==> src/rtl/clint_timer_pkg.sv <==
// Shared constants for the core-local interruptor: register offsets inside the
// CLINT window, bus FSM state encodings and the decode-hit bundle.
package clint_timer_pkg;

  localparam logic [63:0] CLINT_MSIP     = 64'h0000_0000_0000_0000;
  localparam logic [63:0] CLINT_MTIMECMP = 64'h0000_0000_0000_4000;
  localparam logic [63:0] CLINT_MTIME    = 64'h0000_0000_0000_BFF8;

  localparam logic [0:0] ST_IDLE = 1'b0;
  localparam logic [0:0] ST_ACK  = 1'b1;

  typedef struct packed {
    logic msip;
    logic mtimecmp;
    logic mtime;
  } clint_hit_t;

endpackage

==> src/rtl/clint_timer_if.sv <==
// Data-bus slave port of the CLINT: request held by the master until the
// one-cycle resp_ready pulse; resp_data is valid only alongside it.
interface clint_timer_if;

  logic        req_valid;
  logic [63:0] req_addr;
  logic        req_write;
  logic [7:0]  req_strobe;
  logic [63:0] req_data;
  logic        resp_ready;
  logic [63:0] resp_data;

  modport master (
    output req_valid, req_addr, req_write, req_strobe, req_data,
    input  resp_ready, resp_data
  );

  modport slave (
    input  req_valid, req_addr, req_write, req_strobe, req_data,
    output resp_ready, resp_data
  );

endinterface

==> src/rtl/clint_timer_sync2.sv <==
// Two-flop synchronizer for a single asynchronous level; output lags the input
// by two clock edges and both flops clear on reset.
module sync2 (
  input  logic clk,
  input  logic rst_n,
  input  logic d,
  output logic q
);

  logic s1_q, s1_d;
  logic s2_q, s2_d;

  always_comb begin
    s1_d = d;
    s2_d = s1_q;
  end

  always_ff @(posedge clk or negedge rst_n) begin
    if (!rst_n) begin
      s1_q <= 1'b0;
      s2_q <= 1'b0;
    end else begin
      s1_q <= s1_d;
      s2_q <= s2_d;
    end
  end

  assign q = s2_q;

endmodule

==> src/rtl/clint_timer.sv <==
// Core-local interruptor: owns mtime/mtimecmp/msip behind a small MMIO window and
// drives the raw trint/swint/exint levels; masking is left to the CSR unit.
module clint_timer
  import clint_timer_pkg::*;
#(
  parameter logic [63:0] BASE     = 64'h0200_0000,
  parameter int unsigned TICK_DIV = 1
) (
  input  logic         clk,
  input  logic         reset,
  clint_timer_if.slave bus,
  input  logic         ext_irq,
  output logic         trint,
  output logic         swint,
  output logic         exint
);

  localparam int unsigned   PW        = (TICK_DIV > 1) ? $clog2(TICK_DIV) : 1;
  localparam logic [PW-1:0] PRESC_MAX = PW'(TICK_DIV - 1);

  localparam logic [63:0] MSIP_ADDR     = BASE + CLINT_MSIP;
  localparam logic [63:0] MTIMECMP_ADDR = BASE + CLINT_MTIMECMP;
  localparam logic [63:0] MTIME_ADDR    = BASE + CLINT_MTIME;

  function automatic logic [63:0] byte_merge(
    input logic [63:0] old_val,
    input logic [63:0] new_val,
    input logic [7:0]  strb
  );
    logic [63:0] res;
    res = old_val;
    for (int i = 0; i < 8; i++) begin
      if (strb[i]) res[i*8 +: 8] = new_val[i*8 +: 8];
    end
    return res;
  endfunction

  logic [0:0]    state_q, state_d;
  logic [PW-1:0] presc_q, presc_d;
  logic [63:0]   mtime_q, mtime_d;
  logic [63:0]   mtimecmp_q, mtimecmp_d;
  logic          msip_q, msip_d;
  logic          resp_ready_q, resp_ready_d;
  logic [63:0]   resp_data_q, resp_data_d;

  logic          tick;
  logic          accept;
  logic          wr_en;
  clint_hit_t    hit;
  logic [63:0]   rd_val;
  logic [63:0]   mtime_inc;
  logic          addr_lsb_unused;

  // Sub-word address bits never select anything: every register is 64-bit aligned.
  assign addr_lsb_unused = ^bus.req_addr[2:0];

  always_comb begin
    hit          = '0;
    hit.msip     = (bus.req_addr[63:3] == MSIP_ADDR[63:3]);
    hit.mtimecmp = (bus.req_addr[63:3] == MTIMECMP_ADDR[63:3]);
    hit.mtime    = (bus.req_addr[63:3] == MTIME_ADDR[63:3]);

    accept = (state_q == ST_IDLE) && bus.req_valid;
    wr_en  = accept && bus.req_write;

    rd_val = '0;
    if (hit.msip)          rd_val = {63'b0, msip_q};
    else if (hit.mtimecmp) rd_val = mtimecmp_q;
    else if (hit.mtime)    rd_val = mtime_q;
  end

  always_comb begin
    tick      = (presc_q == PRESC_MAX);
    presc_d   = tick ? '0 : presc_q + PW'(1);
    mtime_inc = mtime_q + {63'b0, tick};

    // Unstrobed bytes of a same-cycle mtime write still see the tick.
    mtime_d = mtime_inc;
    if (wr_en && hit.mtime) begin
      mtime_d = byte_merge(mtime_inc, bus.req_data, bus.req_strobe);
    end

    mtimecmp_d = mtimecmp_q;
    if (wr_en && hit.mtimecmp) begin
      mtimecmp_d = byte_merge(mtimecmp_q, bus.req_data, bus.req_strobe);
    end

    msip_d = msip_q;
    if (wr_en && hit.msip && bus.req_strobe[0]) begin
      msip_d = bus.req_data[0];
    end
  end

  always_comb begin
    state_d      = state_q;
    resp_ready_d = 1'b0;
    resp_data_d  = '0;
    case (state_q)
      ST_IDLE: begin
        if (accept) begin
          state_d      = ST_ACK;
          resp_ready_d = 1'b1;
          resp_data_d  = rd_val;
        end
      end
      default: state_d = ST_IDLE;
    endcase
  end

  always_ff @(posedge clk or negedge reset) begin
    if (!reset) begin
      state_q      <= ST_IDLE;
      presc_q      <= '0;
      mtime_q      <= '0;
      mtimecmp_q   <= '1;
      msip_q       <= 1'b0;
      resp_ready_q <= 1'b0;
      resp_data_q  <= '0;
    end else begin
      state_q      <= state_d;
      presc_q      <= presc_d;
      mtime_q      <= mtime_d;
      mtimecmp_q   <= mtimecmp_d;
      msip_q       <= msip_d;
      resp_ready_q <= resp_ready_d;
      resp_data_q  <= resp_data_d;
    end
  end

  sync2 u_ext_sync (
    .clk   (clk),
    .rst_n (reset),
    .d     (ext_irq),
    .q     (exint)
  );

  assign bus.resp_ready = resp_ready_q;
  assign bus.resp_data  = resp_data_q;
  assign trint          = (mtime_q >= mtimecmp_q);
  assign swint          = msip_q;

endmodule

==> src/flat_wrapper.sv <==
// flat-port wrapper written by rule: the top's interface ports become plain ports
module clint_timer_flat import clint_timer_pkg::*;
#(
  parameter logic [63:0] BASE     = 64'h0200_0000,
  parameter int unsigned TICK_DIV = 1
)
  (clk, reset, ext_irq, trint, swint, exint, bus_req_valid, bus_req_addr, bus_req_write, bus_req_strobe, bus_req_data, bus_resp_ready, bus_resp_data);
  clint_timer_if bus_i ();
  input  logic clk;
  input  logic reset;
  input  logic ext_irq;
  output logic trint;
  output logic swint;
  output logic exint;
  input wire logic [$bits(bus_i.req_valid)-1:0] bus_req_valid;
  input wire logic [$bits(bus_i.req_addr)-1:0] bus_req_addr;
  input wire logic [$bits(bus_i.req_write)-1:0] bus_req_write;
  input wire logic [$bits(bus_i.req_strobe)-1:0] bus_req_strobe;
  input wire logic [$bits(bus_i.req_data)-1:0] bus_req_data;
  output wire logic [$bits(bus_i.resp_ready)-1:0] bus_resp_ready;
  output wire logic [$bits(bus_i.resp_data)-1:0] bus_resp_data;
  assign bus_i.req_valid = bus_req_valid;
  assign bus_i.req_addr = bus_req_addr;
  assign bus_i.req_write = bus_req_write;
  assign bus_i.req_strobe = bus_req_strobe;
  assign bus_i.req_data = bus_req_data;
  assign bus_resp_ready = bus_i.resp_ready;
  assign bus_resp_data = bus_i.resp_data;
  clint_timer #(.BASE(BASE), .TICK_DIV(TICK_DIV)) u_core (.clk(clk), .reset(reset), .bus(bus_i), .ext_irq(ext_irq), .trint(trint), .swint(swint), .exint(exint));
endmodule
==> config.mk <==
export PLATFORM = sky130hd
export DESIGN_NAME = clint_timer_flat
export DESIGN_NICKNAME = d
export VERILOG_FILES = /design/src/rtl/clint_timer_pkg.sv /design/src/rtl/clint_timer_if.sv /design/src/rtl/clint_timer_sync2.sv /design/src/rtl/clint_timer.sv /design/src/flat_wrapper.sv
export SDC_FILE = /design/constraint.sdc
export NUM_CORES = 1
export LEC_CHECK = 0
export ABC_AREA = 1
export BUFFER_PORTS_ARGS = -buffer_cell sky130_fd_sc_hd__buf_4
export CAP_MARGIN = 30
export CORE_MARGIN = 3
export CORE_UTILIZATION = 55
export DETAILED_ROUTE_END_ITERATION = 16
export GPL_TIMING_DRIVEN = 0
export HOLD_SLACK_MARGIN = 0.08
export PLACE_DENSITY = 0.79
export RECOVER_POWER = 100
export SYNTH_ARGS = -nofsm -noshare
export SYNTH_HDL_FRONTEND = slang
export SYNTH_SLANG_ARGS = --single-unit
==> constraint.sdc <==
create_clock -name clk -period 2.22 [get_ports clk]
set_clock_uncertainty 0.15 [all_clocks]
set_input_delay 0.222 -clock clk [delete_from_list [all_inputs] [get_ports clk]]
set_output_delay 0.222 -clock clk [all_outputs]
set_load 0.02 [all_outputs]
==> qor.yml, run 1 <==
root_buffer: "clkbuf_16"
core_area_mm2: 0.0228
yosysSeqAreaShare_pct: 38.9
async_flop_share_pct: 100
final_cells: 2528
max-vdd-ir-drop_uv: 484
maxCapViolCount: 0
vias_per_cell: 5.55
antenna_found_initial: 1
hold_path_depth: 4
drtPass1Iterations: 6
num_vias: 14000
synth_cell_types: 32
clk_pin_slew_worst_paths_ns: 0.08
synth.avg_cell_area_um2: 6.77
nets: 2408
dp_cells: 2411
synth_common_cells: "nand2_1 (566), nor2_1 (381), inv_1 (224)"
gp_congestion: 0.993
hold_end: "u_core.mtime_q[46]"
synthFlopType: "dfrtp_1"
hpwl_mm: 34.9
synth_cells: 1892
synth_area_mm2: 0.0128
period_needed_ns: 2.69
syn2layout_area_growth_pct: 27.4
cpMaxStageDelayCell: "dfstp_2"
p_per_area_mw_per_mm2: 445
path_class: "reg2out"
synth_warnings: 0
synth_nets: 2098
drv_slew: 0
cp_top_family: "simple AND/OR/NAND/NOR gates"
cts.sink_count: 196
grt_usage_pct: 37.0
r2r_end: "u_core.mtime_q[17]"
hold_start: "bus_req_strobe[5]"
critPathBufInv: 2
fin_crit_sh_pct: 121
die-area_mm2: 0.0252
cp-start-kind: "flop"
hold_violations: 0
fillers: 1888
violations: "negative setup slack"
power_leakage_nw: 7.45
max_stage_delay_ns: 0.55
wirelength_mm: 47.1
die_h_um: 159
ff2ff_path_depth: 7
start_util_pct: 56.3
die_w_um: 159
hp-class: "in2reg"
grt_max_degree: 103
ioPinCount: 209
synth_top_area_share_pct: 25.8
pre_cts_ws_ns: -0.708
first_iter_violations: 1551
postRouteAntennaNets: 0
relSlewSlack_pct: 15.6
rr_startpoint: "u_core.bus.resp_ready"
synth.most_common_cell: "nand2_1"
grt_pass1_vias: 13500
crit_chain: "inv_1 -> ha_4 -> nand4_1 -> nor2_4 -> nand3_2 -> nor2_2 -> nor2_1 -> nand2_2 -> nand2_2 -> nand2_2 -> buf_6"
drive_above_1_share_pct: 17.0
fin_util_pct: 71.7
clockBufferDepth: 2
fmax_mhz: 371
io_buffers: 205
rsz0062_at_grt: "true"
post_drt_wl_per_cell_um: 18.6
antenna_cells: 0
synth_area_leader_cell: "dfrtp_1"
end_kind: "output pin"
cp_data_arrival_time_ns: 2.32
required_ns: 1.85
status: "finished with violations"
finalWorstSetupSlack_ns: -0.472
cts_buffers: 17
cpMostUsedCell: "nand2_2"
worst_pin_slew_ns: 1.27
overflow: 0
setup_violations: 151
insertion_delay_ns: 0.44
drc_errors: 0
grt_pass1_wl_mm: 71.1
synth_edf_count: 0
ys_ff_latch: 196
r2r_setup_slack_ns: -0.27
synth_area_leaders: "dfrtp_1 (26%), nand2_1 (17%), dfstp_2 (13%)"
htreeDepth: 4
rows: 55
cts_tree: "yes"
crit_fanout: 2
[flip-flops by register name, summed over array words and instances (netlist names)]
name                    count
u_core.u_ext_sync.q         1
u_core.mtime_q             64
u_core.u_ext_sync.s1_q      1
u_core.mtimecmp_q          64
u_core.bus.resp_ready       1
u_core.swint                1
u_core.bus.resp_data       64
[cell usage in the layout, fill, tap and decap left out, drive strengths merged, types with 3 or more instances in the layout]
master and n:
o21ai 81, buf 169, clkinv 3, ha 65, clkbuf 122, nand2 567
nor2 397, clkinvlp 3, xor2 30, dfrtp 132, a21oi 30, dfstp 64
dlygate4sd3 68, inv 230, nand4 38, nor3 12, nand3 191
[final cells by class]
type / count / area (um2) / share of cell area [%]
sequential: 196 / 5000 / 30.6
tap: 313 / 392 / 2.40
multi-input combinational: 1423 / 7160 / 43.8
clock buffer: 19 / 443 / 2.71
timing repair buffer: 291 / 2130 / 13.0
inverter: 224 / 847 / 5.19
buffer: 49 / 220 / 1.35
clock inverter: 13 / 136 / 0.835
[worst max path at each step]
stage	cells past startpoint	end	startpoint	slack, ns
6_report	11	trint	u_core.mtimecmp_q[9]	-0.47
5_1_grt	13	trint	u_core.mtimecmp_q[33]	-0.54
4_1_cts	11	trint	u_core.mtimecmp_q[13]	-0.45
3_5_place_dp	7	u_core.mtimecmp_q[61]	u_core.bus.resp_ready	-0.71
3_3_place_gp	7	u_core.mtimecmp_q[58]	u_core.bus.resp_ready	-0.67
2_1_floorplan	9	trint	u_core.mtimecmp_q[31]	0.28
[worst register-to-register path: stages, from the launching register on]
cell and delay, ns:
dfrtp_1 0.39, nor2_1 0.32, nand2_1 0.17, clkinvlp_4 0.28, nand3_1 0.37, nor2_2 0.32
buf_2 0.24, o21ai_0 0.12
[power breakdown]
part           total, mW  internal [mW]  switching, mW  leakage, nW
clock               3.13           1.62           1.51        0.281
combinational      0.564          0.280          0.284         4.78
sequential          3.58           3.58        0.00116         2.39
[metrics by stage]
step / area, um2 / TNS [ns] / hold slack (ns) / total power, mW
after CTS: 16300 / -0.491 / 0.0881 / 7.27
after global placement: 14700 / -131.53 / 0.182 / 4.09
after floorplan: 12800 / 0 / -0.224 / 3.76
after detailed placement: 14800 / -84.68 / 0.117 / 4.10
after global routing: 16300 / -18.43 / 0.132 / 7.47
final: 16300 / -16.99 / 0.112 / 7.27
[kinds of logic after synthesis]
group | Yosys count | share of synthesized area (%)
AND/OR/NAND/NOR | 1211 | 39.8
buffers and inverters | 273 | 8.19
flip-flops | 196 | 38.9
AO/OA/AOI/OAI | 116 | 4.63
adder cells (fa/ha/maj) | 65 | 6.35
XOR/XNOR | 31 | 2.12
[routing by layer]
| metal | vias up | share of wire, % | track usage, % | routed length, um |
|---|---|---|---|---|
| li1 | 6569 | - | - | - |
| met1 | 6489 | 40 | 49.2 | 18600 |
| met2 | 831 | 45 | 58.1 | 21300 |
| met3 | 139 | 11 | 8.32 | 5080 |
| met4 | 2 | 4.4 | 16.3 | 2050 |
| met5 | - | 0.023 | 0 | 11 |
[repair_timing]
item | 4_1_cts | 5_1_grt
gates resized for setup | 54 | 67
hold endpoints to repair | 220 | 1
setup buffers | 4 | 13
hold buffers | 67 | 1
pin swaps | 26 | 33
setup endpoints to repair | 185 | 134
No activity file was read; power rests on OpenSTA's default activity.
==> run 2, diff against run 1 <==
CAP_MARGIN = 20   (was 30)
CELL_PAD_IN_SITES_DETAIL_PLACEMENT = 1   (was default)
CELL_PAD_IN_SITES_GLOBAL_PLACEMENT = 2   (was default)
CORE_UTILIZATION = 32   (was 55)
PLACE_DENSITY = 0.83   (was 0.79)
==> run 2 against run 1 <==
Compared with the run above: the flow still finishes with violations (negative setup slack); register-to-register slack better by 0.20 ns; flip-flop and latch count is the same; final area grew 1.8%; clock power decreased by 6%; cell count grew 8.3%; via count down 3.8%; count of clock-buffer cells in the layout up 6; combinational power grew 3%.
==> qor.yml, run 2 (synthesis gave the netlist of run 1 again) <==
status: "finished with violations"
violations: "negative setup slack"
fin_util_pct: 42.5  # -29 points
clk_pin_slew_worst_paths_ns: 0.08  # about the same
antenna_cells: 0  # unchanged
hold_violations: 0  # unchanged
ioPinCount: 209  # unchanged
rr_startpoint: "u_core.bus.resp_ready"
drive_above_1_share_pct: 18.0  # +0.95 points
max_stage_delay_ns: 0.55  # about the same
drtPass1Iterations: 5  # -1
hp-class: "in2reg"
seqCellArea_mm2: 0.00501  # +0.23%
cts.sink_count: 196  # unchanged
wirelength_mm: 52.9  # +12%
die_h_um: 206  # +30%
io_buffers: 205  # unchanged
layout_commonest_cell: "nand2_1"
grt_pass1_vias: 13800  # +2.9%
die_w_um: 206  # +30%
setup_violations: 32  # -79%
r2r_end: "u_core.bus.resp_data[51]"
critPathBufInv: 2  # unchanged
hold_start: "bus_req_strobe[2]"
crit_chain: "inv_2 -> ha_4 -> nand4_1 -> nor2_4 -> nand3_2 -> nor2_2 -> nor2_2 -> nand2_2 -> nand2_2 -> nand2_2 -> buf_6"
p_per_area_mw_per_mm2: 427  # -4.1%
path_class: "reg2out"
pre_cts_ws_ns: -0.931  # -0.223 ns
grt_pass1_wl_mm: 80.1  # +13%
overflow: 0  # unchanged
cpMaxStageDelayCell: "dfstp_2"
clockBufferDepth: 2  # unchanged
post_drt_wl_per_cell_um: 19.3  # +3.7%
max-vdd-ir-drop_uv: 529  # +9.2%
start_util_pct: 32.8  # -23 points
period_needed_ns: 2.80  # +0.113 ns
fin_crit_sh_pct: 126  # +5.1 points
maxCapViolCount: 0  # unchanged
insertion_delay_ns: 0.48  # +0.04 ns
htreeDepth: 4  # unchanged
r2r_setup_slack_ns: -0.07  # +0.20 ns
holdWs_ns: 0.103  # -0.00902 ns
grt_usage_pct: 25.1  # -12 points
required_ns: 1.85  # about the same
fin_area_mm2: 0.0166  # +1.8%
worst_pin_slew_ns: 1.32  # +0.0496 ns
vias_per_cell: 4.93  # -11%
rsz0062_at_grt: "true"
final_cell_mix: "nand2_1 (552), nor2_1 (349), inv_1 (213)"
fillers: 5057  # +170%
cp_top_family: "simple AND/OR/NAND/NOR gates"
relSlewSlack_pct: 12.3  # -3.3 points
dpl-instance-area_mm2: 0.0150  # +1.7%
end_kind: "output pin"
hpwl_mm: 41.3  # +19%
fmax_mhz: 357  # -4.0%
core_area_mm2: 0.0391  # +72%
postRouteAntennaNets: 0  # unchanged
multi_input_area_mm2: 0.00718  # +0.31%
drv_slew: 0  # unchanged
power_leakage_nw: 7.47  # +0.22%
gp_congestion: 0.916  # -7.8%
cts_buffers: 17  # unchanged
num_vias: 13500  # -3.8%
cp_data_arrival_time_ns: 2.43  # +0.11 ns
crit_fanout: 3  # +1
syn2layout_area_growth_pct: 29.7
drc_errors: 0  # unchanged
grt_max_degree: 104  # +0.97%
cts_tree: "yes"
nets: 2413  # +0.21%
ff2ff_path_depth: 5  # -2
die-area_mm2: 0.0425  # +69%
first_iter_violations: 833  # -46%
cp-start-kind: "flop"
hold_end: "u_core.mtimecmp_q[16]"
root_buffer: "clkbuf_16"
hold_path_depth: 5  # +1
finalWorstSetupSlack_ns: -0.585  # -0.113 ns
rows: 72  # +31%
antenna_found_initial: 1  # unchanged
cpMostUsedCell: "nand2_2"
fin_tns_setup_ns: -1.26  # +15.73 ns
-- run 2: final cells by class --
class	instances	area share (%)
clock buffers	25	2.86
clock inverters	7	0.316
inverters	224	5.08
flip-flops and latches	196	30.2
repair buffers	296	13.1
well taps	518	3.90
plain buffers	49	1.38
multi-input cells	1423	43.2
-- run 2: worst max path at each step --
| stage | from | slack, ns | depth (start not counted) | to |
|---|---|---|---|---|
| 2_1_floorplan | u_core.mtimecmp_q[31] | 0.28 | 9 | trint |
| 3_3_place_gp | u_core.bus.resp_ready | -0.88 | 7 | u_core.mtimecmp_q[58] |
| 3_5_place_dp | u_core.bus.resp_ready | -0.93 | 7 | u_core.mtimecmp_q[58] |
| 4_1_cts | u_core.mtimecmp_q[13] | -0.62 | 11 | trint |
| 5_1_grt | u_core.mtimecmp_q[47] | -0.64 | 9 | trint |
| 6_report | u_core.mtimecmp_q[15] | -0.58 | 11 | trint |
-- run 2: layer usage --
layer  vias up  wire length (um)  GRT usage, %
met5         -                 0             0
met4         0              1350          8.63
met3        56              2310          3.21
met2       296             24200          40.2
met1      6579             25100          34.9
li1       6569                 -             -
-- run 2: power by group --
| group | internal [mW] | leakage [nW] | switching, mW |
|---|---|---|---|
| logic | 0.287 | 4.84 | 0.292 |
| registers | 3.58 | 2.38 | 0.00116 |
| clock network | 1.49 | 0.244 | 1.45 |
-- run 2: tightest hold or removal path, cell delays in order --
cell and delay (ns):
buf_4 0.12, inv_1 0.20, nor2_8 0.09, nand2_1 0.06, nand2_1 0.04
-- run 2: per-stage QoR --
stage | total power [mW] | std cells
6_report | 7.10 | 2738
5_1_grt | 7.36 | 2738
4_1_cts | 7.19 | 2727
3_5_place_dp | 4.13 | 2616
3_3_place_gp | 4.11 | 2615
2_1_floorplan | 3.76 | 1892
-- run 2: repair_timing --
item	CTS	global route
pin swaps	13	31
buffers inserted	8	11
resized for setup	52	93
endpoints found under the setup margin	186	82
endpoints found under the hold margin	218	0
hold buffers	71	0
==> run 3, diff against run 2 <==
CORE_UTILIZATION = 34   (was 32)
PLACE_DENSITY = 0.87   (was 0.83)
clock period = 3.48 ns   (was 2.22 ns; I/O delays follow)
==> run 3 against run 2 <==
Compared with the run above: the flow finishes with violations (max-capacitance violations, max-slew violations); first-iteration DRC count decreased by 11%; critical path depth shrank 4; setup slack improved by 0.78 ns; worst hold slack better by 0.10 ns; global-route usage increased by 1.2 points; wire length rose by 0.25%; core utilization rose by 0.77 points; flip-flop and latch count unchanged; sequential share of layout area grew 1.1 points; sequential power shrank 36%; critical path type is now reg2reg; largest power group unchanged.
==> qor.yml, run 3 (synthesis gave the netlist of run 1 again) <==
status: "finished with violations"
violations: "max-capacitance violations, max-slew violations"
die_w_um: 200  # -2.9%
fmax_mhz: 304
nets: 2389  # -0.99%
antenna_cells: 0  # unchanged
cpMostUsedCell: "nand2_1"
combPwrFrac_pct: 7.8  # -0.4 points
htreeDepth: 4  # unchanged
holdWs_ns: 0.205  # +0.102 ns
drv_slew: 85  # +85
critPathBufInv: 2  # unchanged
max_stage_delay_ns: 0.74  # +0.19 ns
cts_buffers: 17  # unchanged
pwr-share-clk_pct: 43.1  # +1.7 points
post_drt_wl_per_cell_um: 19.6  # +1.7%
power_switching_mw: 1.13  # -35%
die-area_mm2: 0.0401  # -5.7%
switching_share_pct: 24.4  # -0.17 points
grt_pass1_vias: 14400  # +3.9%
final_cell_mix: "nand2_1 (566), nor2_1 (382), inv_1 (224)"
drtPass1Iterations: 5  # unchanged
rr_startpoint: "u_core.bus.resp_ready"
hold_violations: 0  # unchanged
power_leakage_nw: 7.30  # -2.2%
cts_tree: "yes"
num_vias: 13500  # -0.25%
fin_tns_setup_ns: 0  # +1.26 ns
antenna_found_initial: 0  # -1
rows: 70  # -2.8%
hp-class: "in2reg"
worst_pin_slew_ns: 2.23  # +0.916 ns
hold_start: "bus_req_strobe[5]"
wirelength_mm: 53.0  # +0.25%
clockBufferDepth: 2  # unchanged
setup_violations: 0  # -100%
sequentialPowerShare_pct: 49.1  # -1.3 points
crit_chain: "nor2_1 -> nand2_1 -> inv_1 -> clkbuf_1 -> nand4_1 -> nand3_1 -> nand2_1"
first_iter_violations: 744  # -11%
cp-start-kind: "flop"
die_h_um: 200  # -2.9%
start_util_pct: 34.8  # +2.0 points
insertion_delay_ns: 0.46  # -0.02 ns
hpwl_mm: 41.4  # +0.20%
syn2layout_area_growth_pct: 24.6
gp_congestion: 0.968  # +5.7%
max-vdd-ir-drop_uv: 293  # -45%
grt_pass1_wl_mm: 81.8  # +2.1%
cts_resized: 0  # -100%
cpMaxStageDelayCell: "clkbuf_1"
clk_pin_slew_worst_paths_ns: 0.07  # about the same
grt_usage_pct: 26.3  # +1.2 points
relSlewSlack_pct: -48.7  # -61 points
ioPinCount: 209  # unchanged
end_kind: "flop"
overflow: 0  # unchanged
hold_buffers: 66  # -7.0%
cp_top_family: "simple AND/OR/NAND/NOR gates"
fin_crit_sh_pct: 94.5
core_area_mm2: 0.0369  # -5.7%
root_buffer: "clkbuf_16"
drc_errors: 0  # unchanged
grt_max_degree: 113  # +8.7%
cp_data_arrival_time_ns: 3.48  # +1.05 ns
p_per_area_mw_per_mm2: 291  # -32%
path_class: "reg2reg"
maxCapViolCount: 1  # +1
crit_start: "u_core.bus.resp_ready"
p_int_mw: 3.52  # -34%
crit_fanout: 10  # +7
vias_per_cell: 4.99  # +1.2%
layout_commonest_cell: "nand2_1"
required_ns: 3.67  # +1.82 ns
rsz0062_at_grt: "false"
cts.sink_count: 196  # unchanged
drive_above_1_share_pct: 11.8  # -6.1 points
io_buffers: 205  # unchanged
cts_setup_buffers: 0  # -8
period_needed_ns: 3.29
postRouteAntennaNets: 0  # unchanged
==> run 3: metrics by stage <==
step                      setup WS (ns)  utilization [%]  total power [mW]  area [um2]  std cells
after CTS                         0.293             44.1              4.70       16200       2700
after floorplan                    1.41                -              2.40       12800       1892
final                             0.190             43.3              4.65       16000       2700
after global routing              0.156             43.3              4.81       16000       2700
after global placement            0.287             40.6              2.62       15000       2601
after detailed placement          0.247             40.7              2.63       15000       2602
==> run 3: cell type report <==
class                   count  area, um2
plain buffers              49        198
multi-input cells        1423       6770
well taps                 504        631
clock buffers              19        433
flip-flops and latches    196       4980
clock inverters            13        135
repair buffers            272       1970
inverters                 224        841
fillers                  4843      20900
==> run 3: power groups by stage <==
stage | clock, mW | combinational [mW] | sequential (mW)
2_1_floorplan | 0 | 0.0719 | 2.33
3_3_place_gp | 0 | 0.297 | 2.32
3_5_place_dp | 0 | 0.309 | 2.32
4_1_cts | 2.04 | 0.370 | 2.28
5_1_grt | 2.13 | 0.400 | 2.28
6_report | 2.00 | 0.364 | 2.28
==> run 3: path summary, 6_finish.rpt <==
kind | endpoint | slack (ns) | depth (start not counted)
setup / recovery | u_core.mtime_q[41] | 0.19 | 7
hold / removal | u_core.mtimecmp_q[44] | 0.21 | 5
setup reg to reg | u_core.mtime_q[41] | 0.19 | 7
hold reg to reg | u_core.u_ext_sync.q | 0.21 | 0
max in group asynchronous | u_core.mtime_q[46] | 0.86 | 3
min in group asynchronous | u_core.bus.resp_data[3] | 0.87 | 2
==> run 3: metal layers <==
layer	track usage (%)	vias to the layer above	share of wire [%]
li1	-	6510	-
met5	0	-	0
met4	7.71	0	2.5
met3	3.28	61	4.5
met1	36.2	6569	47
met2	43.5	326	46
==> run 3: worst reg2reg max path, stage by stage (launching register included) <==
cell	delay (ns)
dfrtp_1	0.38
nor2_1	0.34
nand2_1	0.14
inv_1	0.44
clkbuf_1	0.74
nand4_1	0.59
nand3_1	0.32
nand2_1	0.08
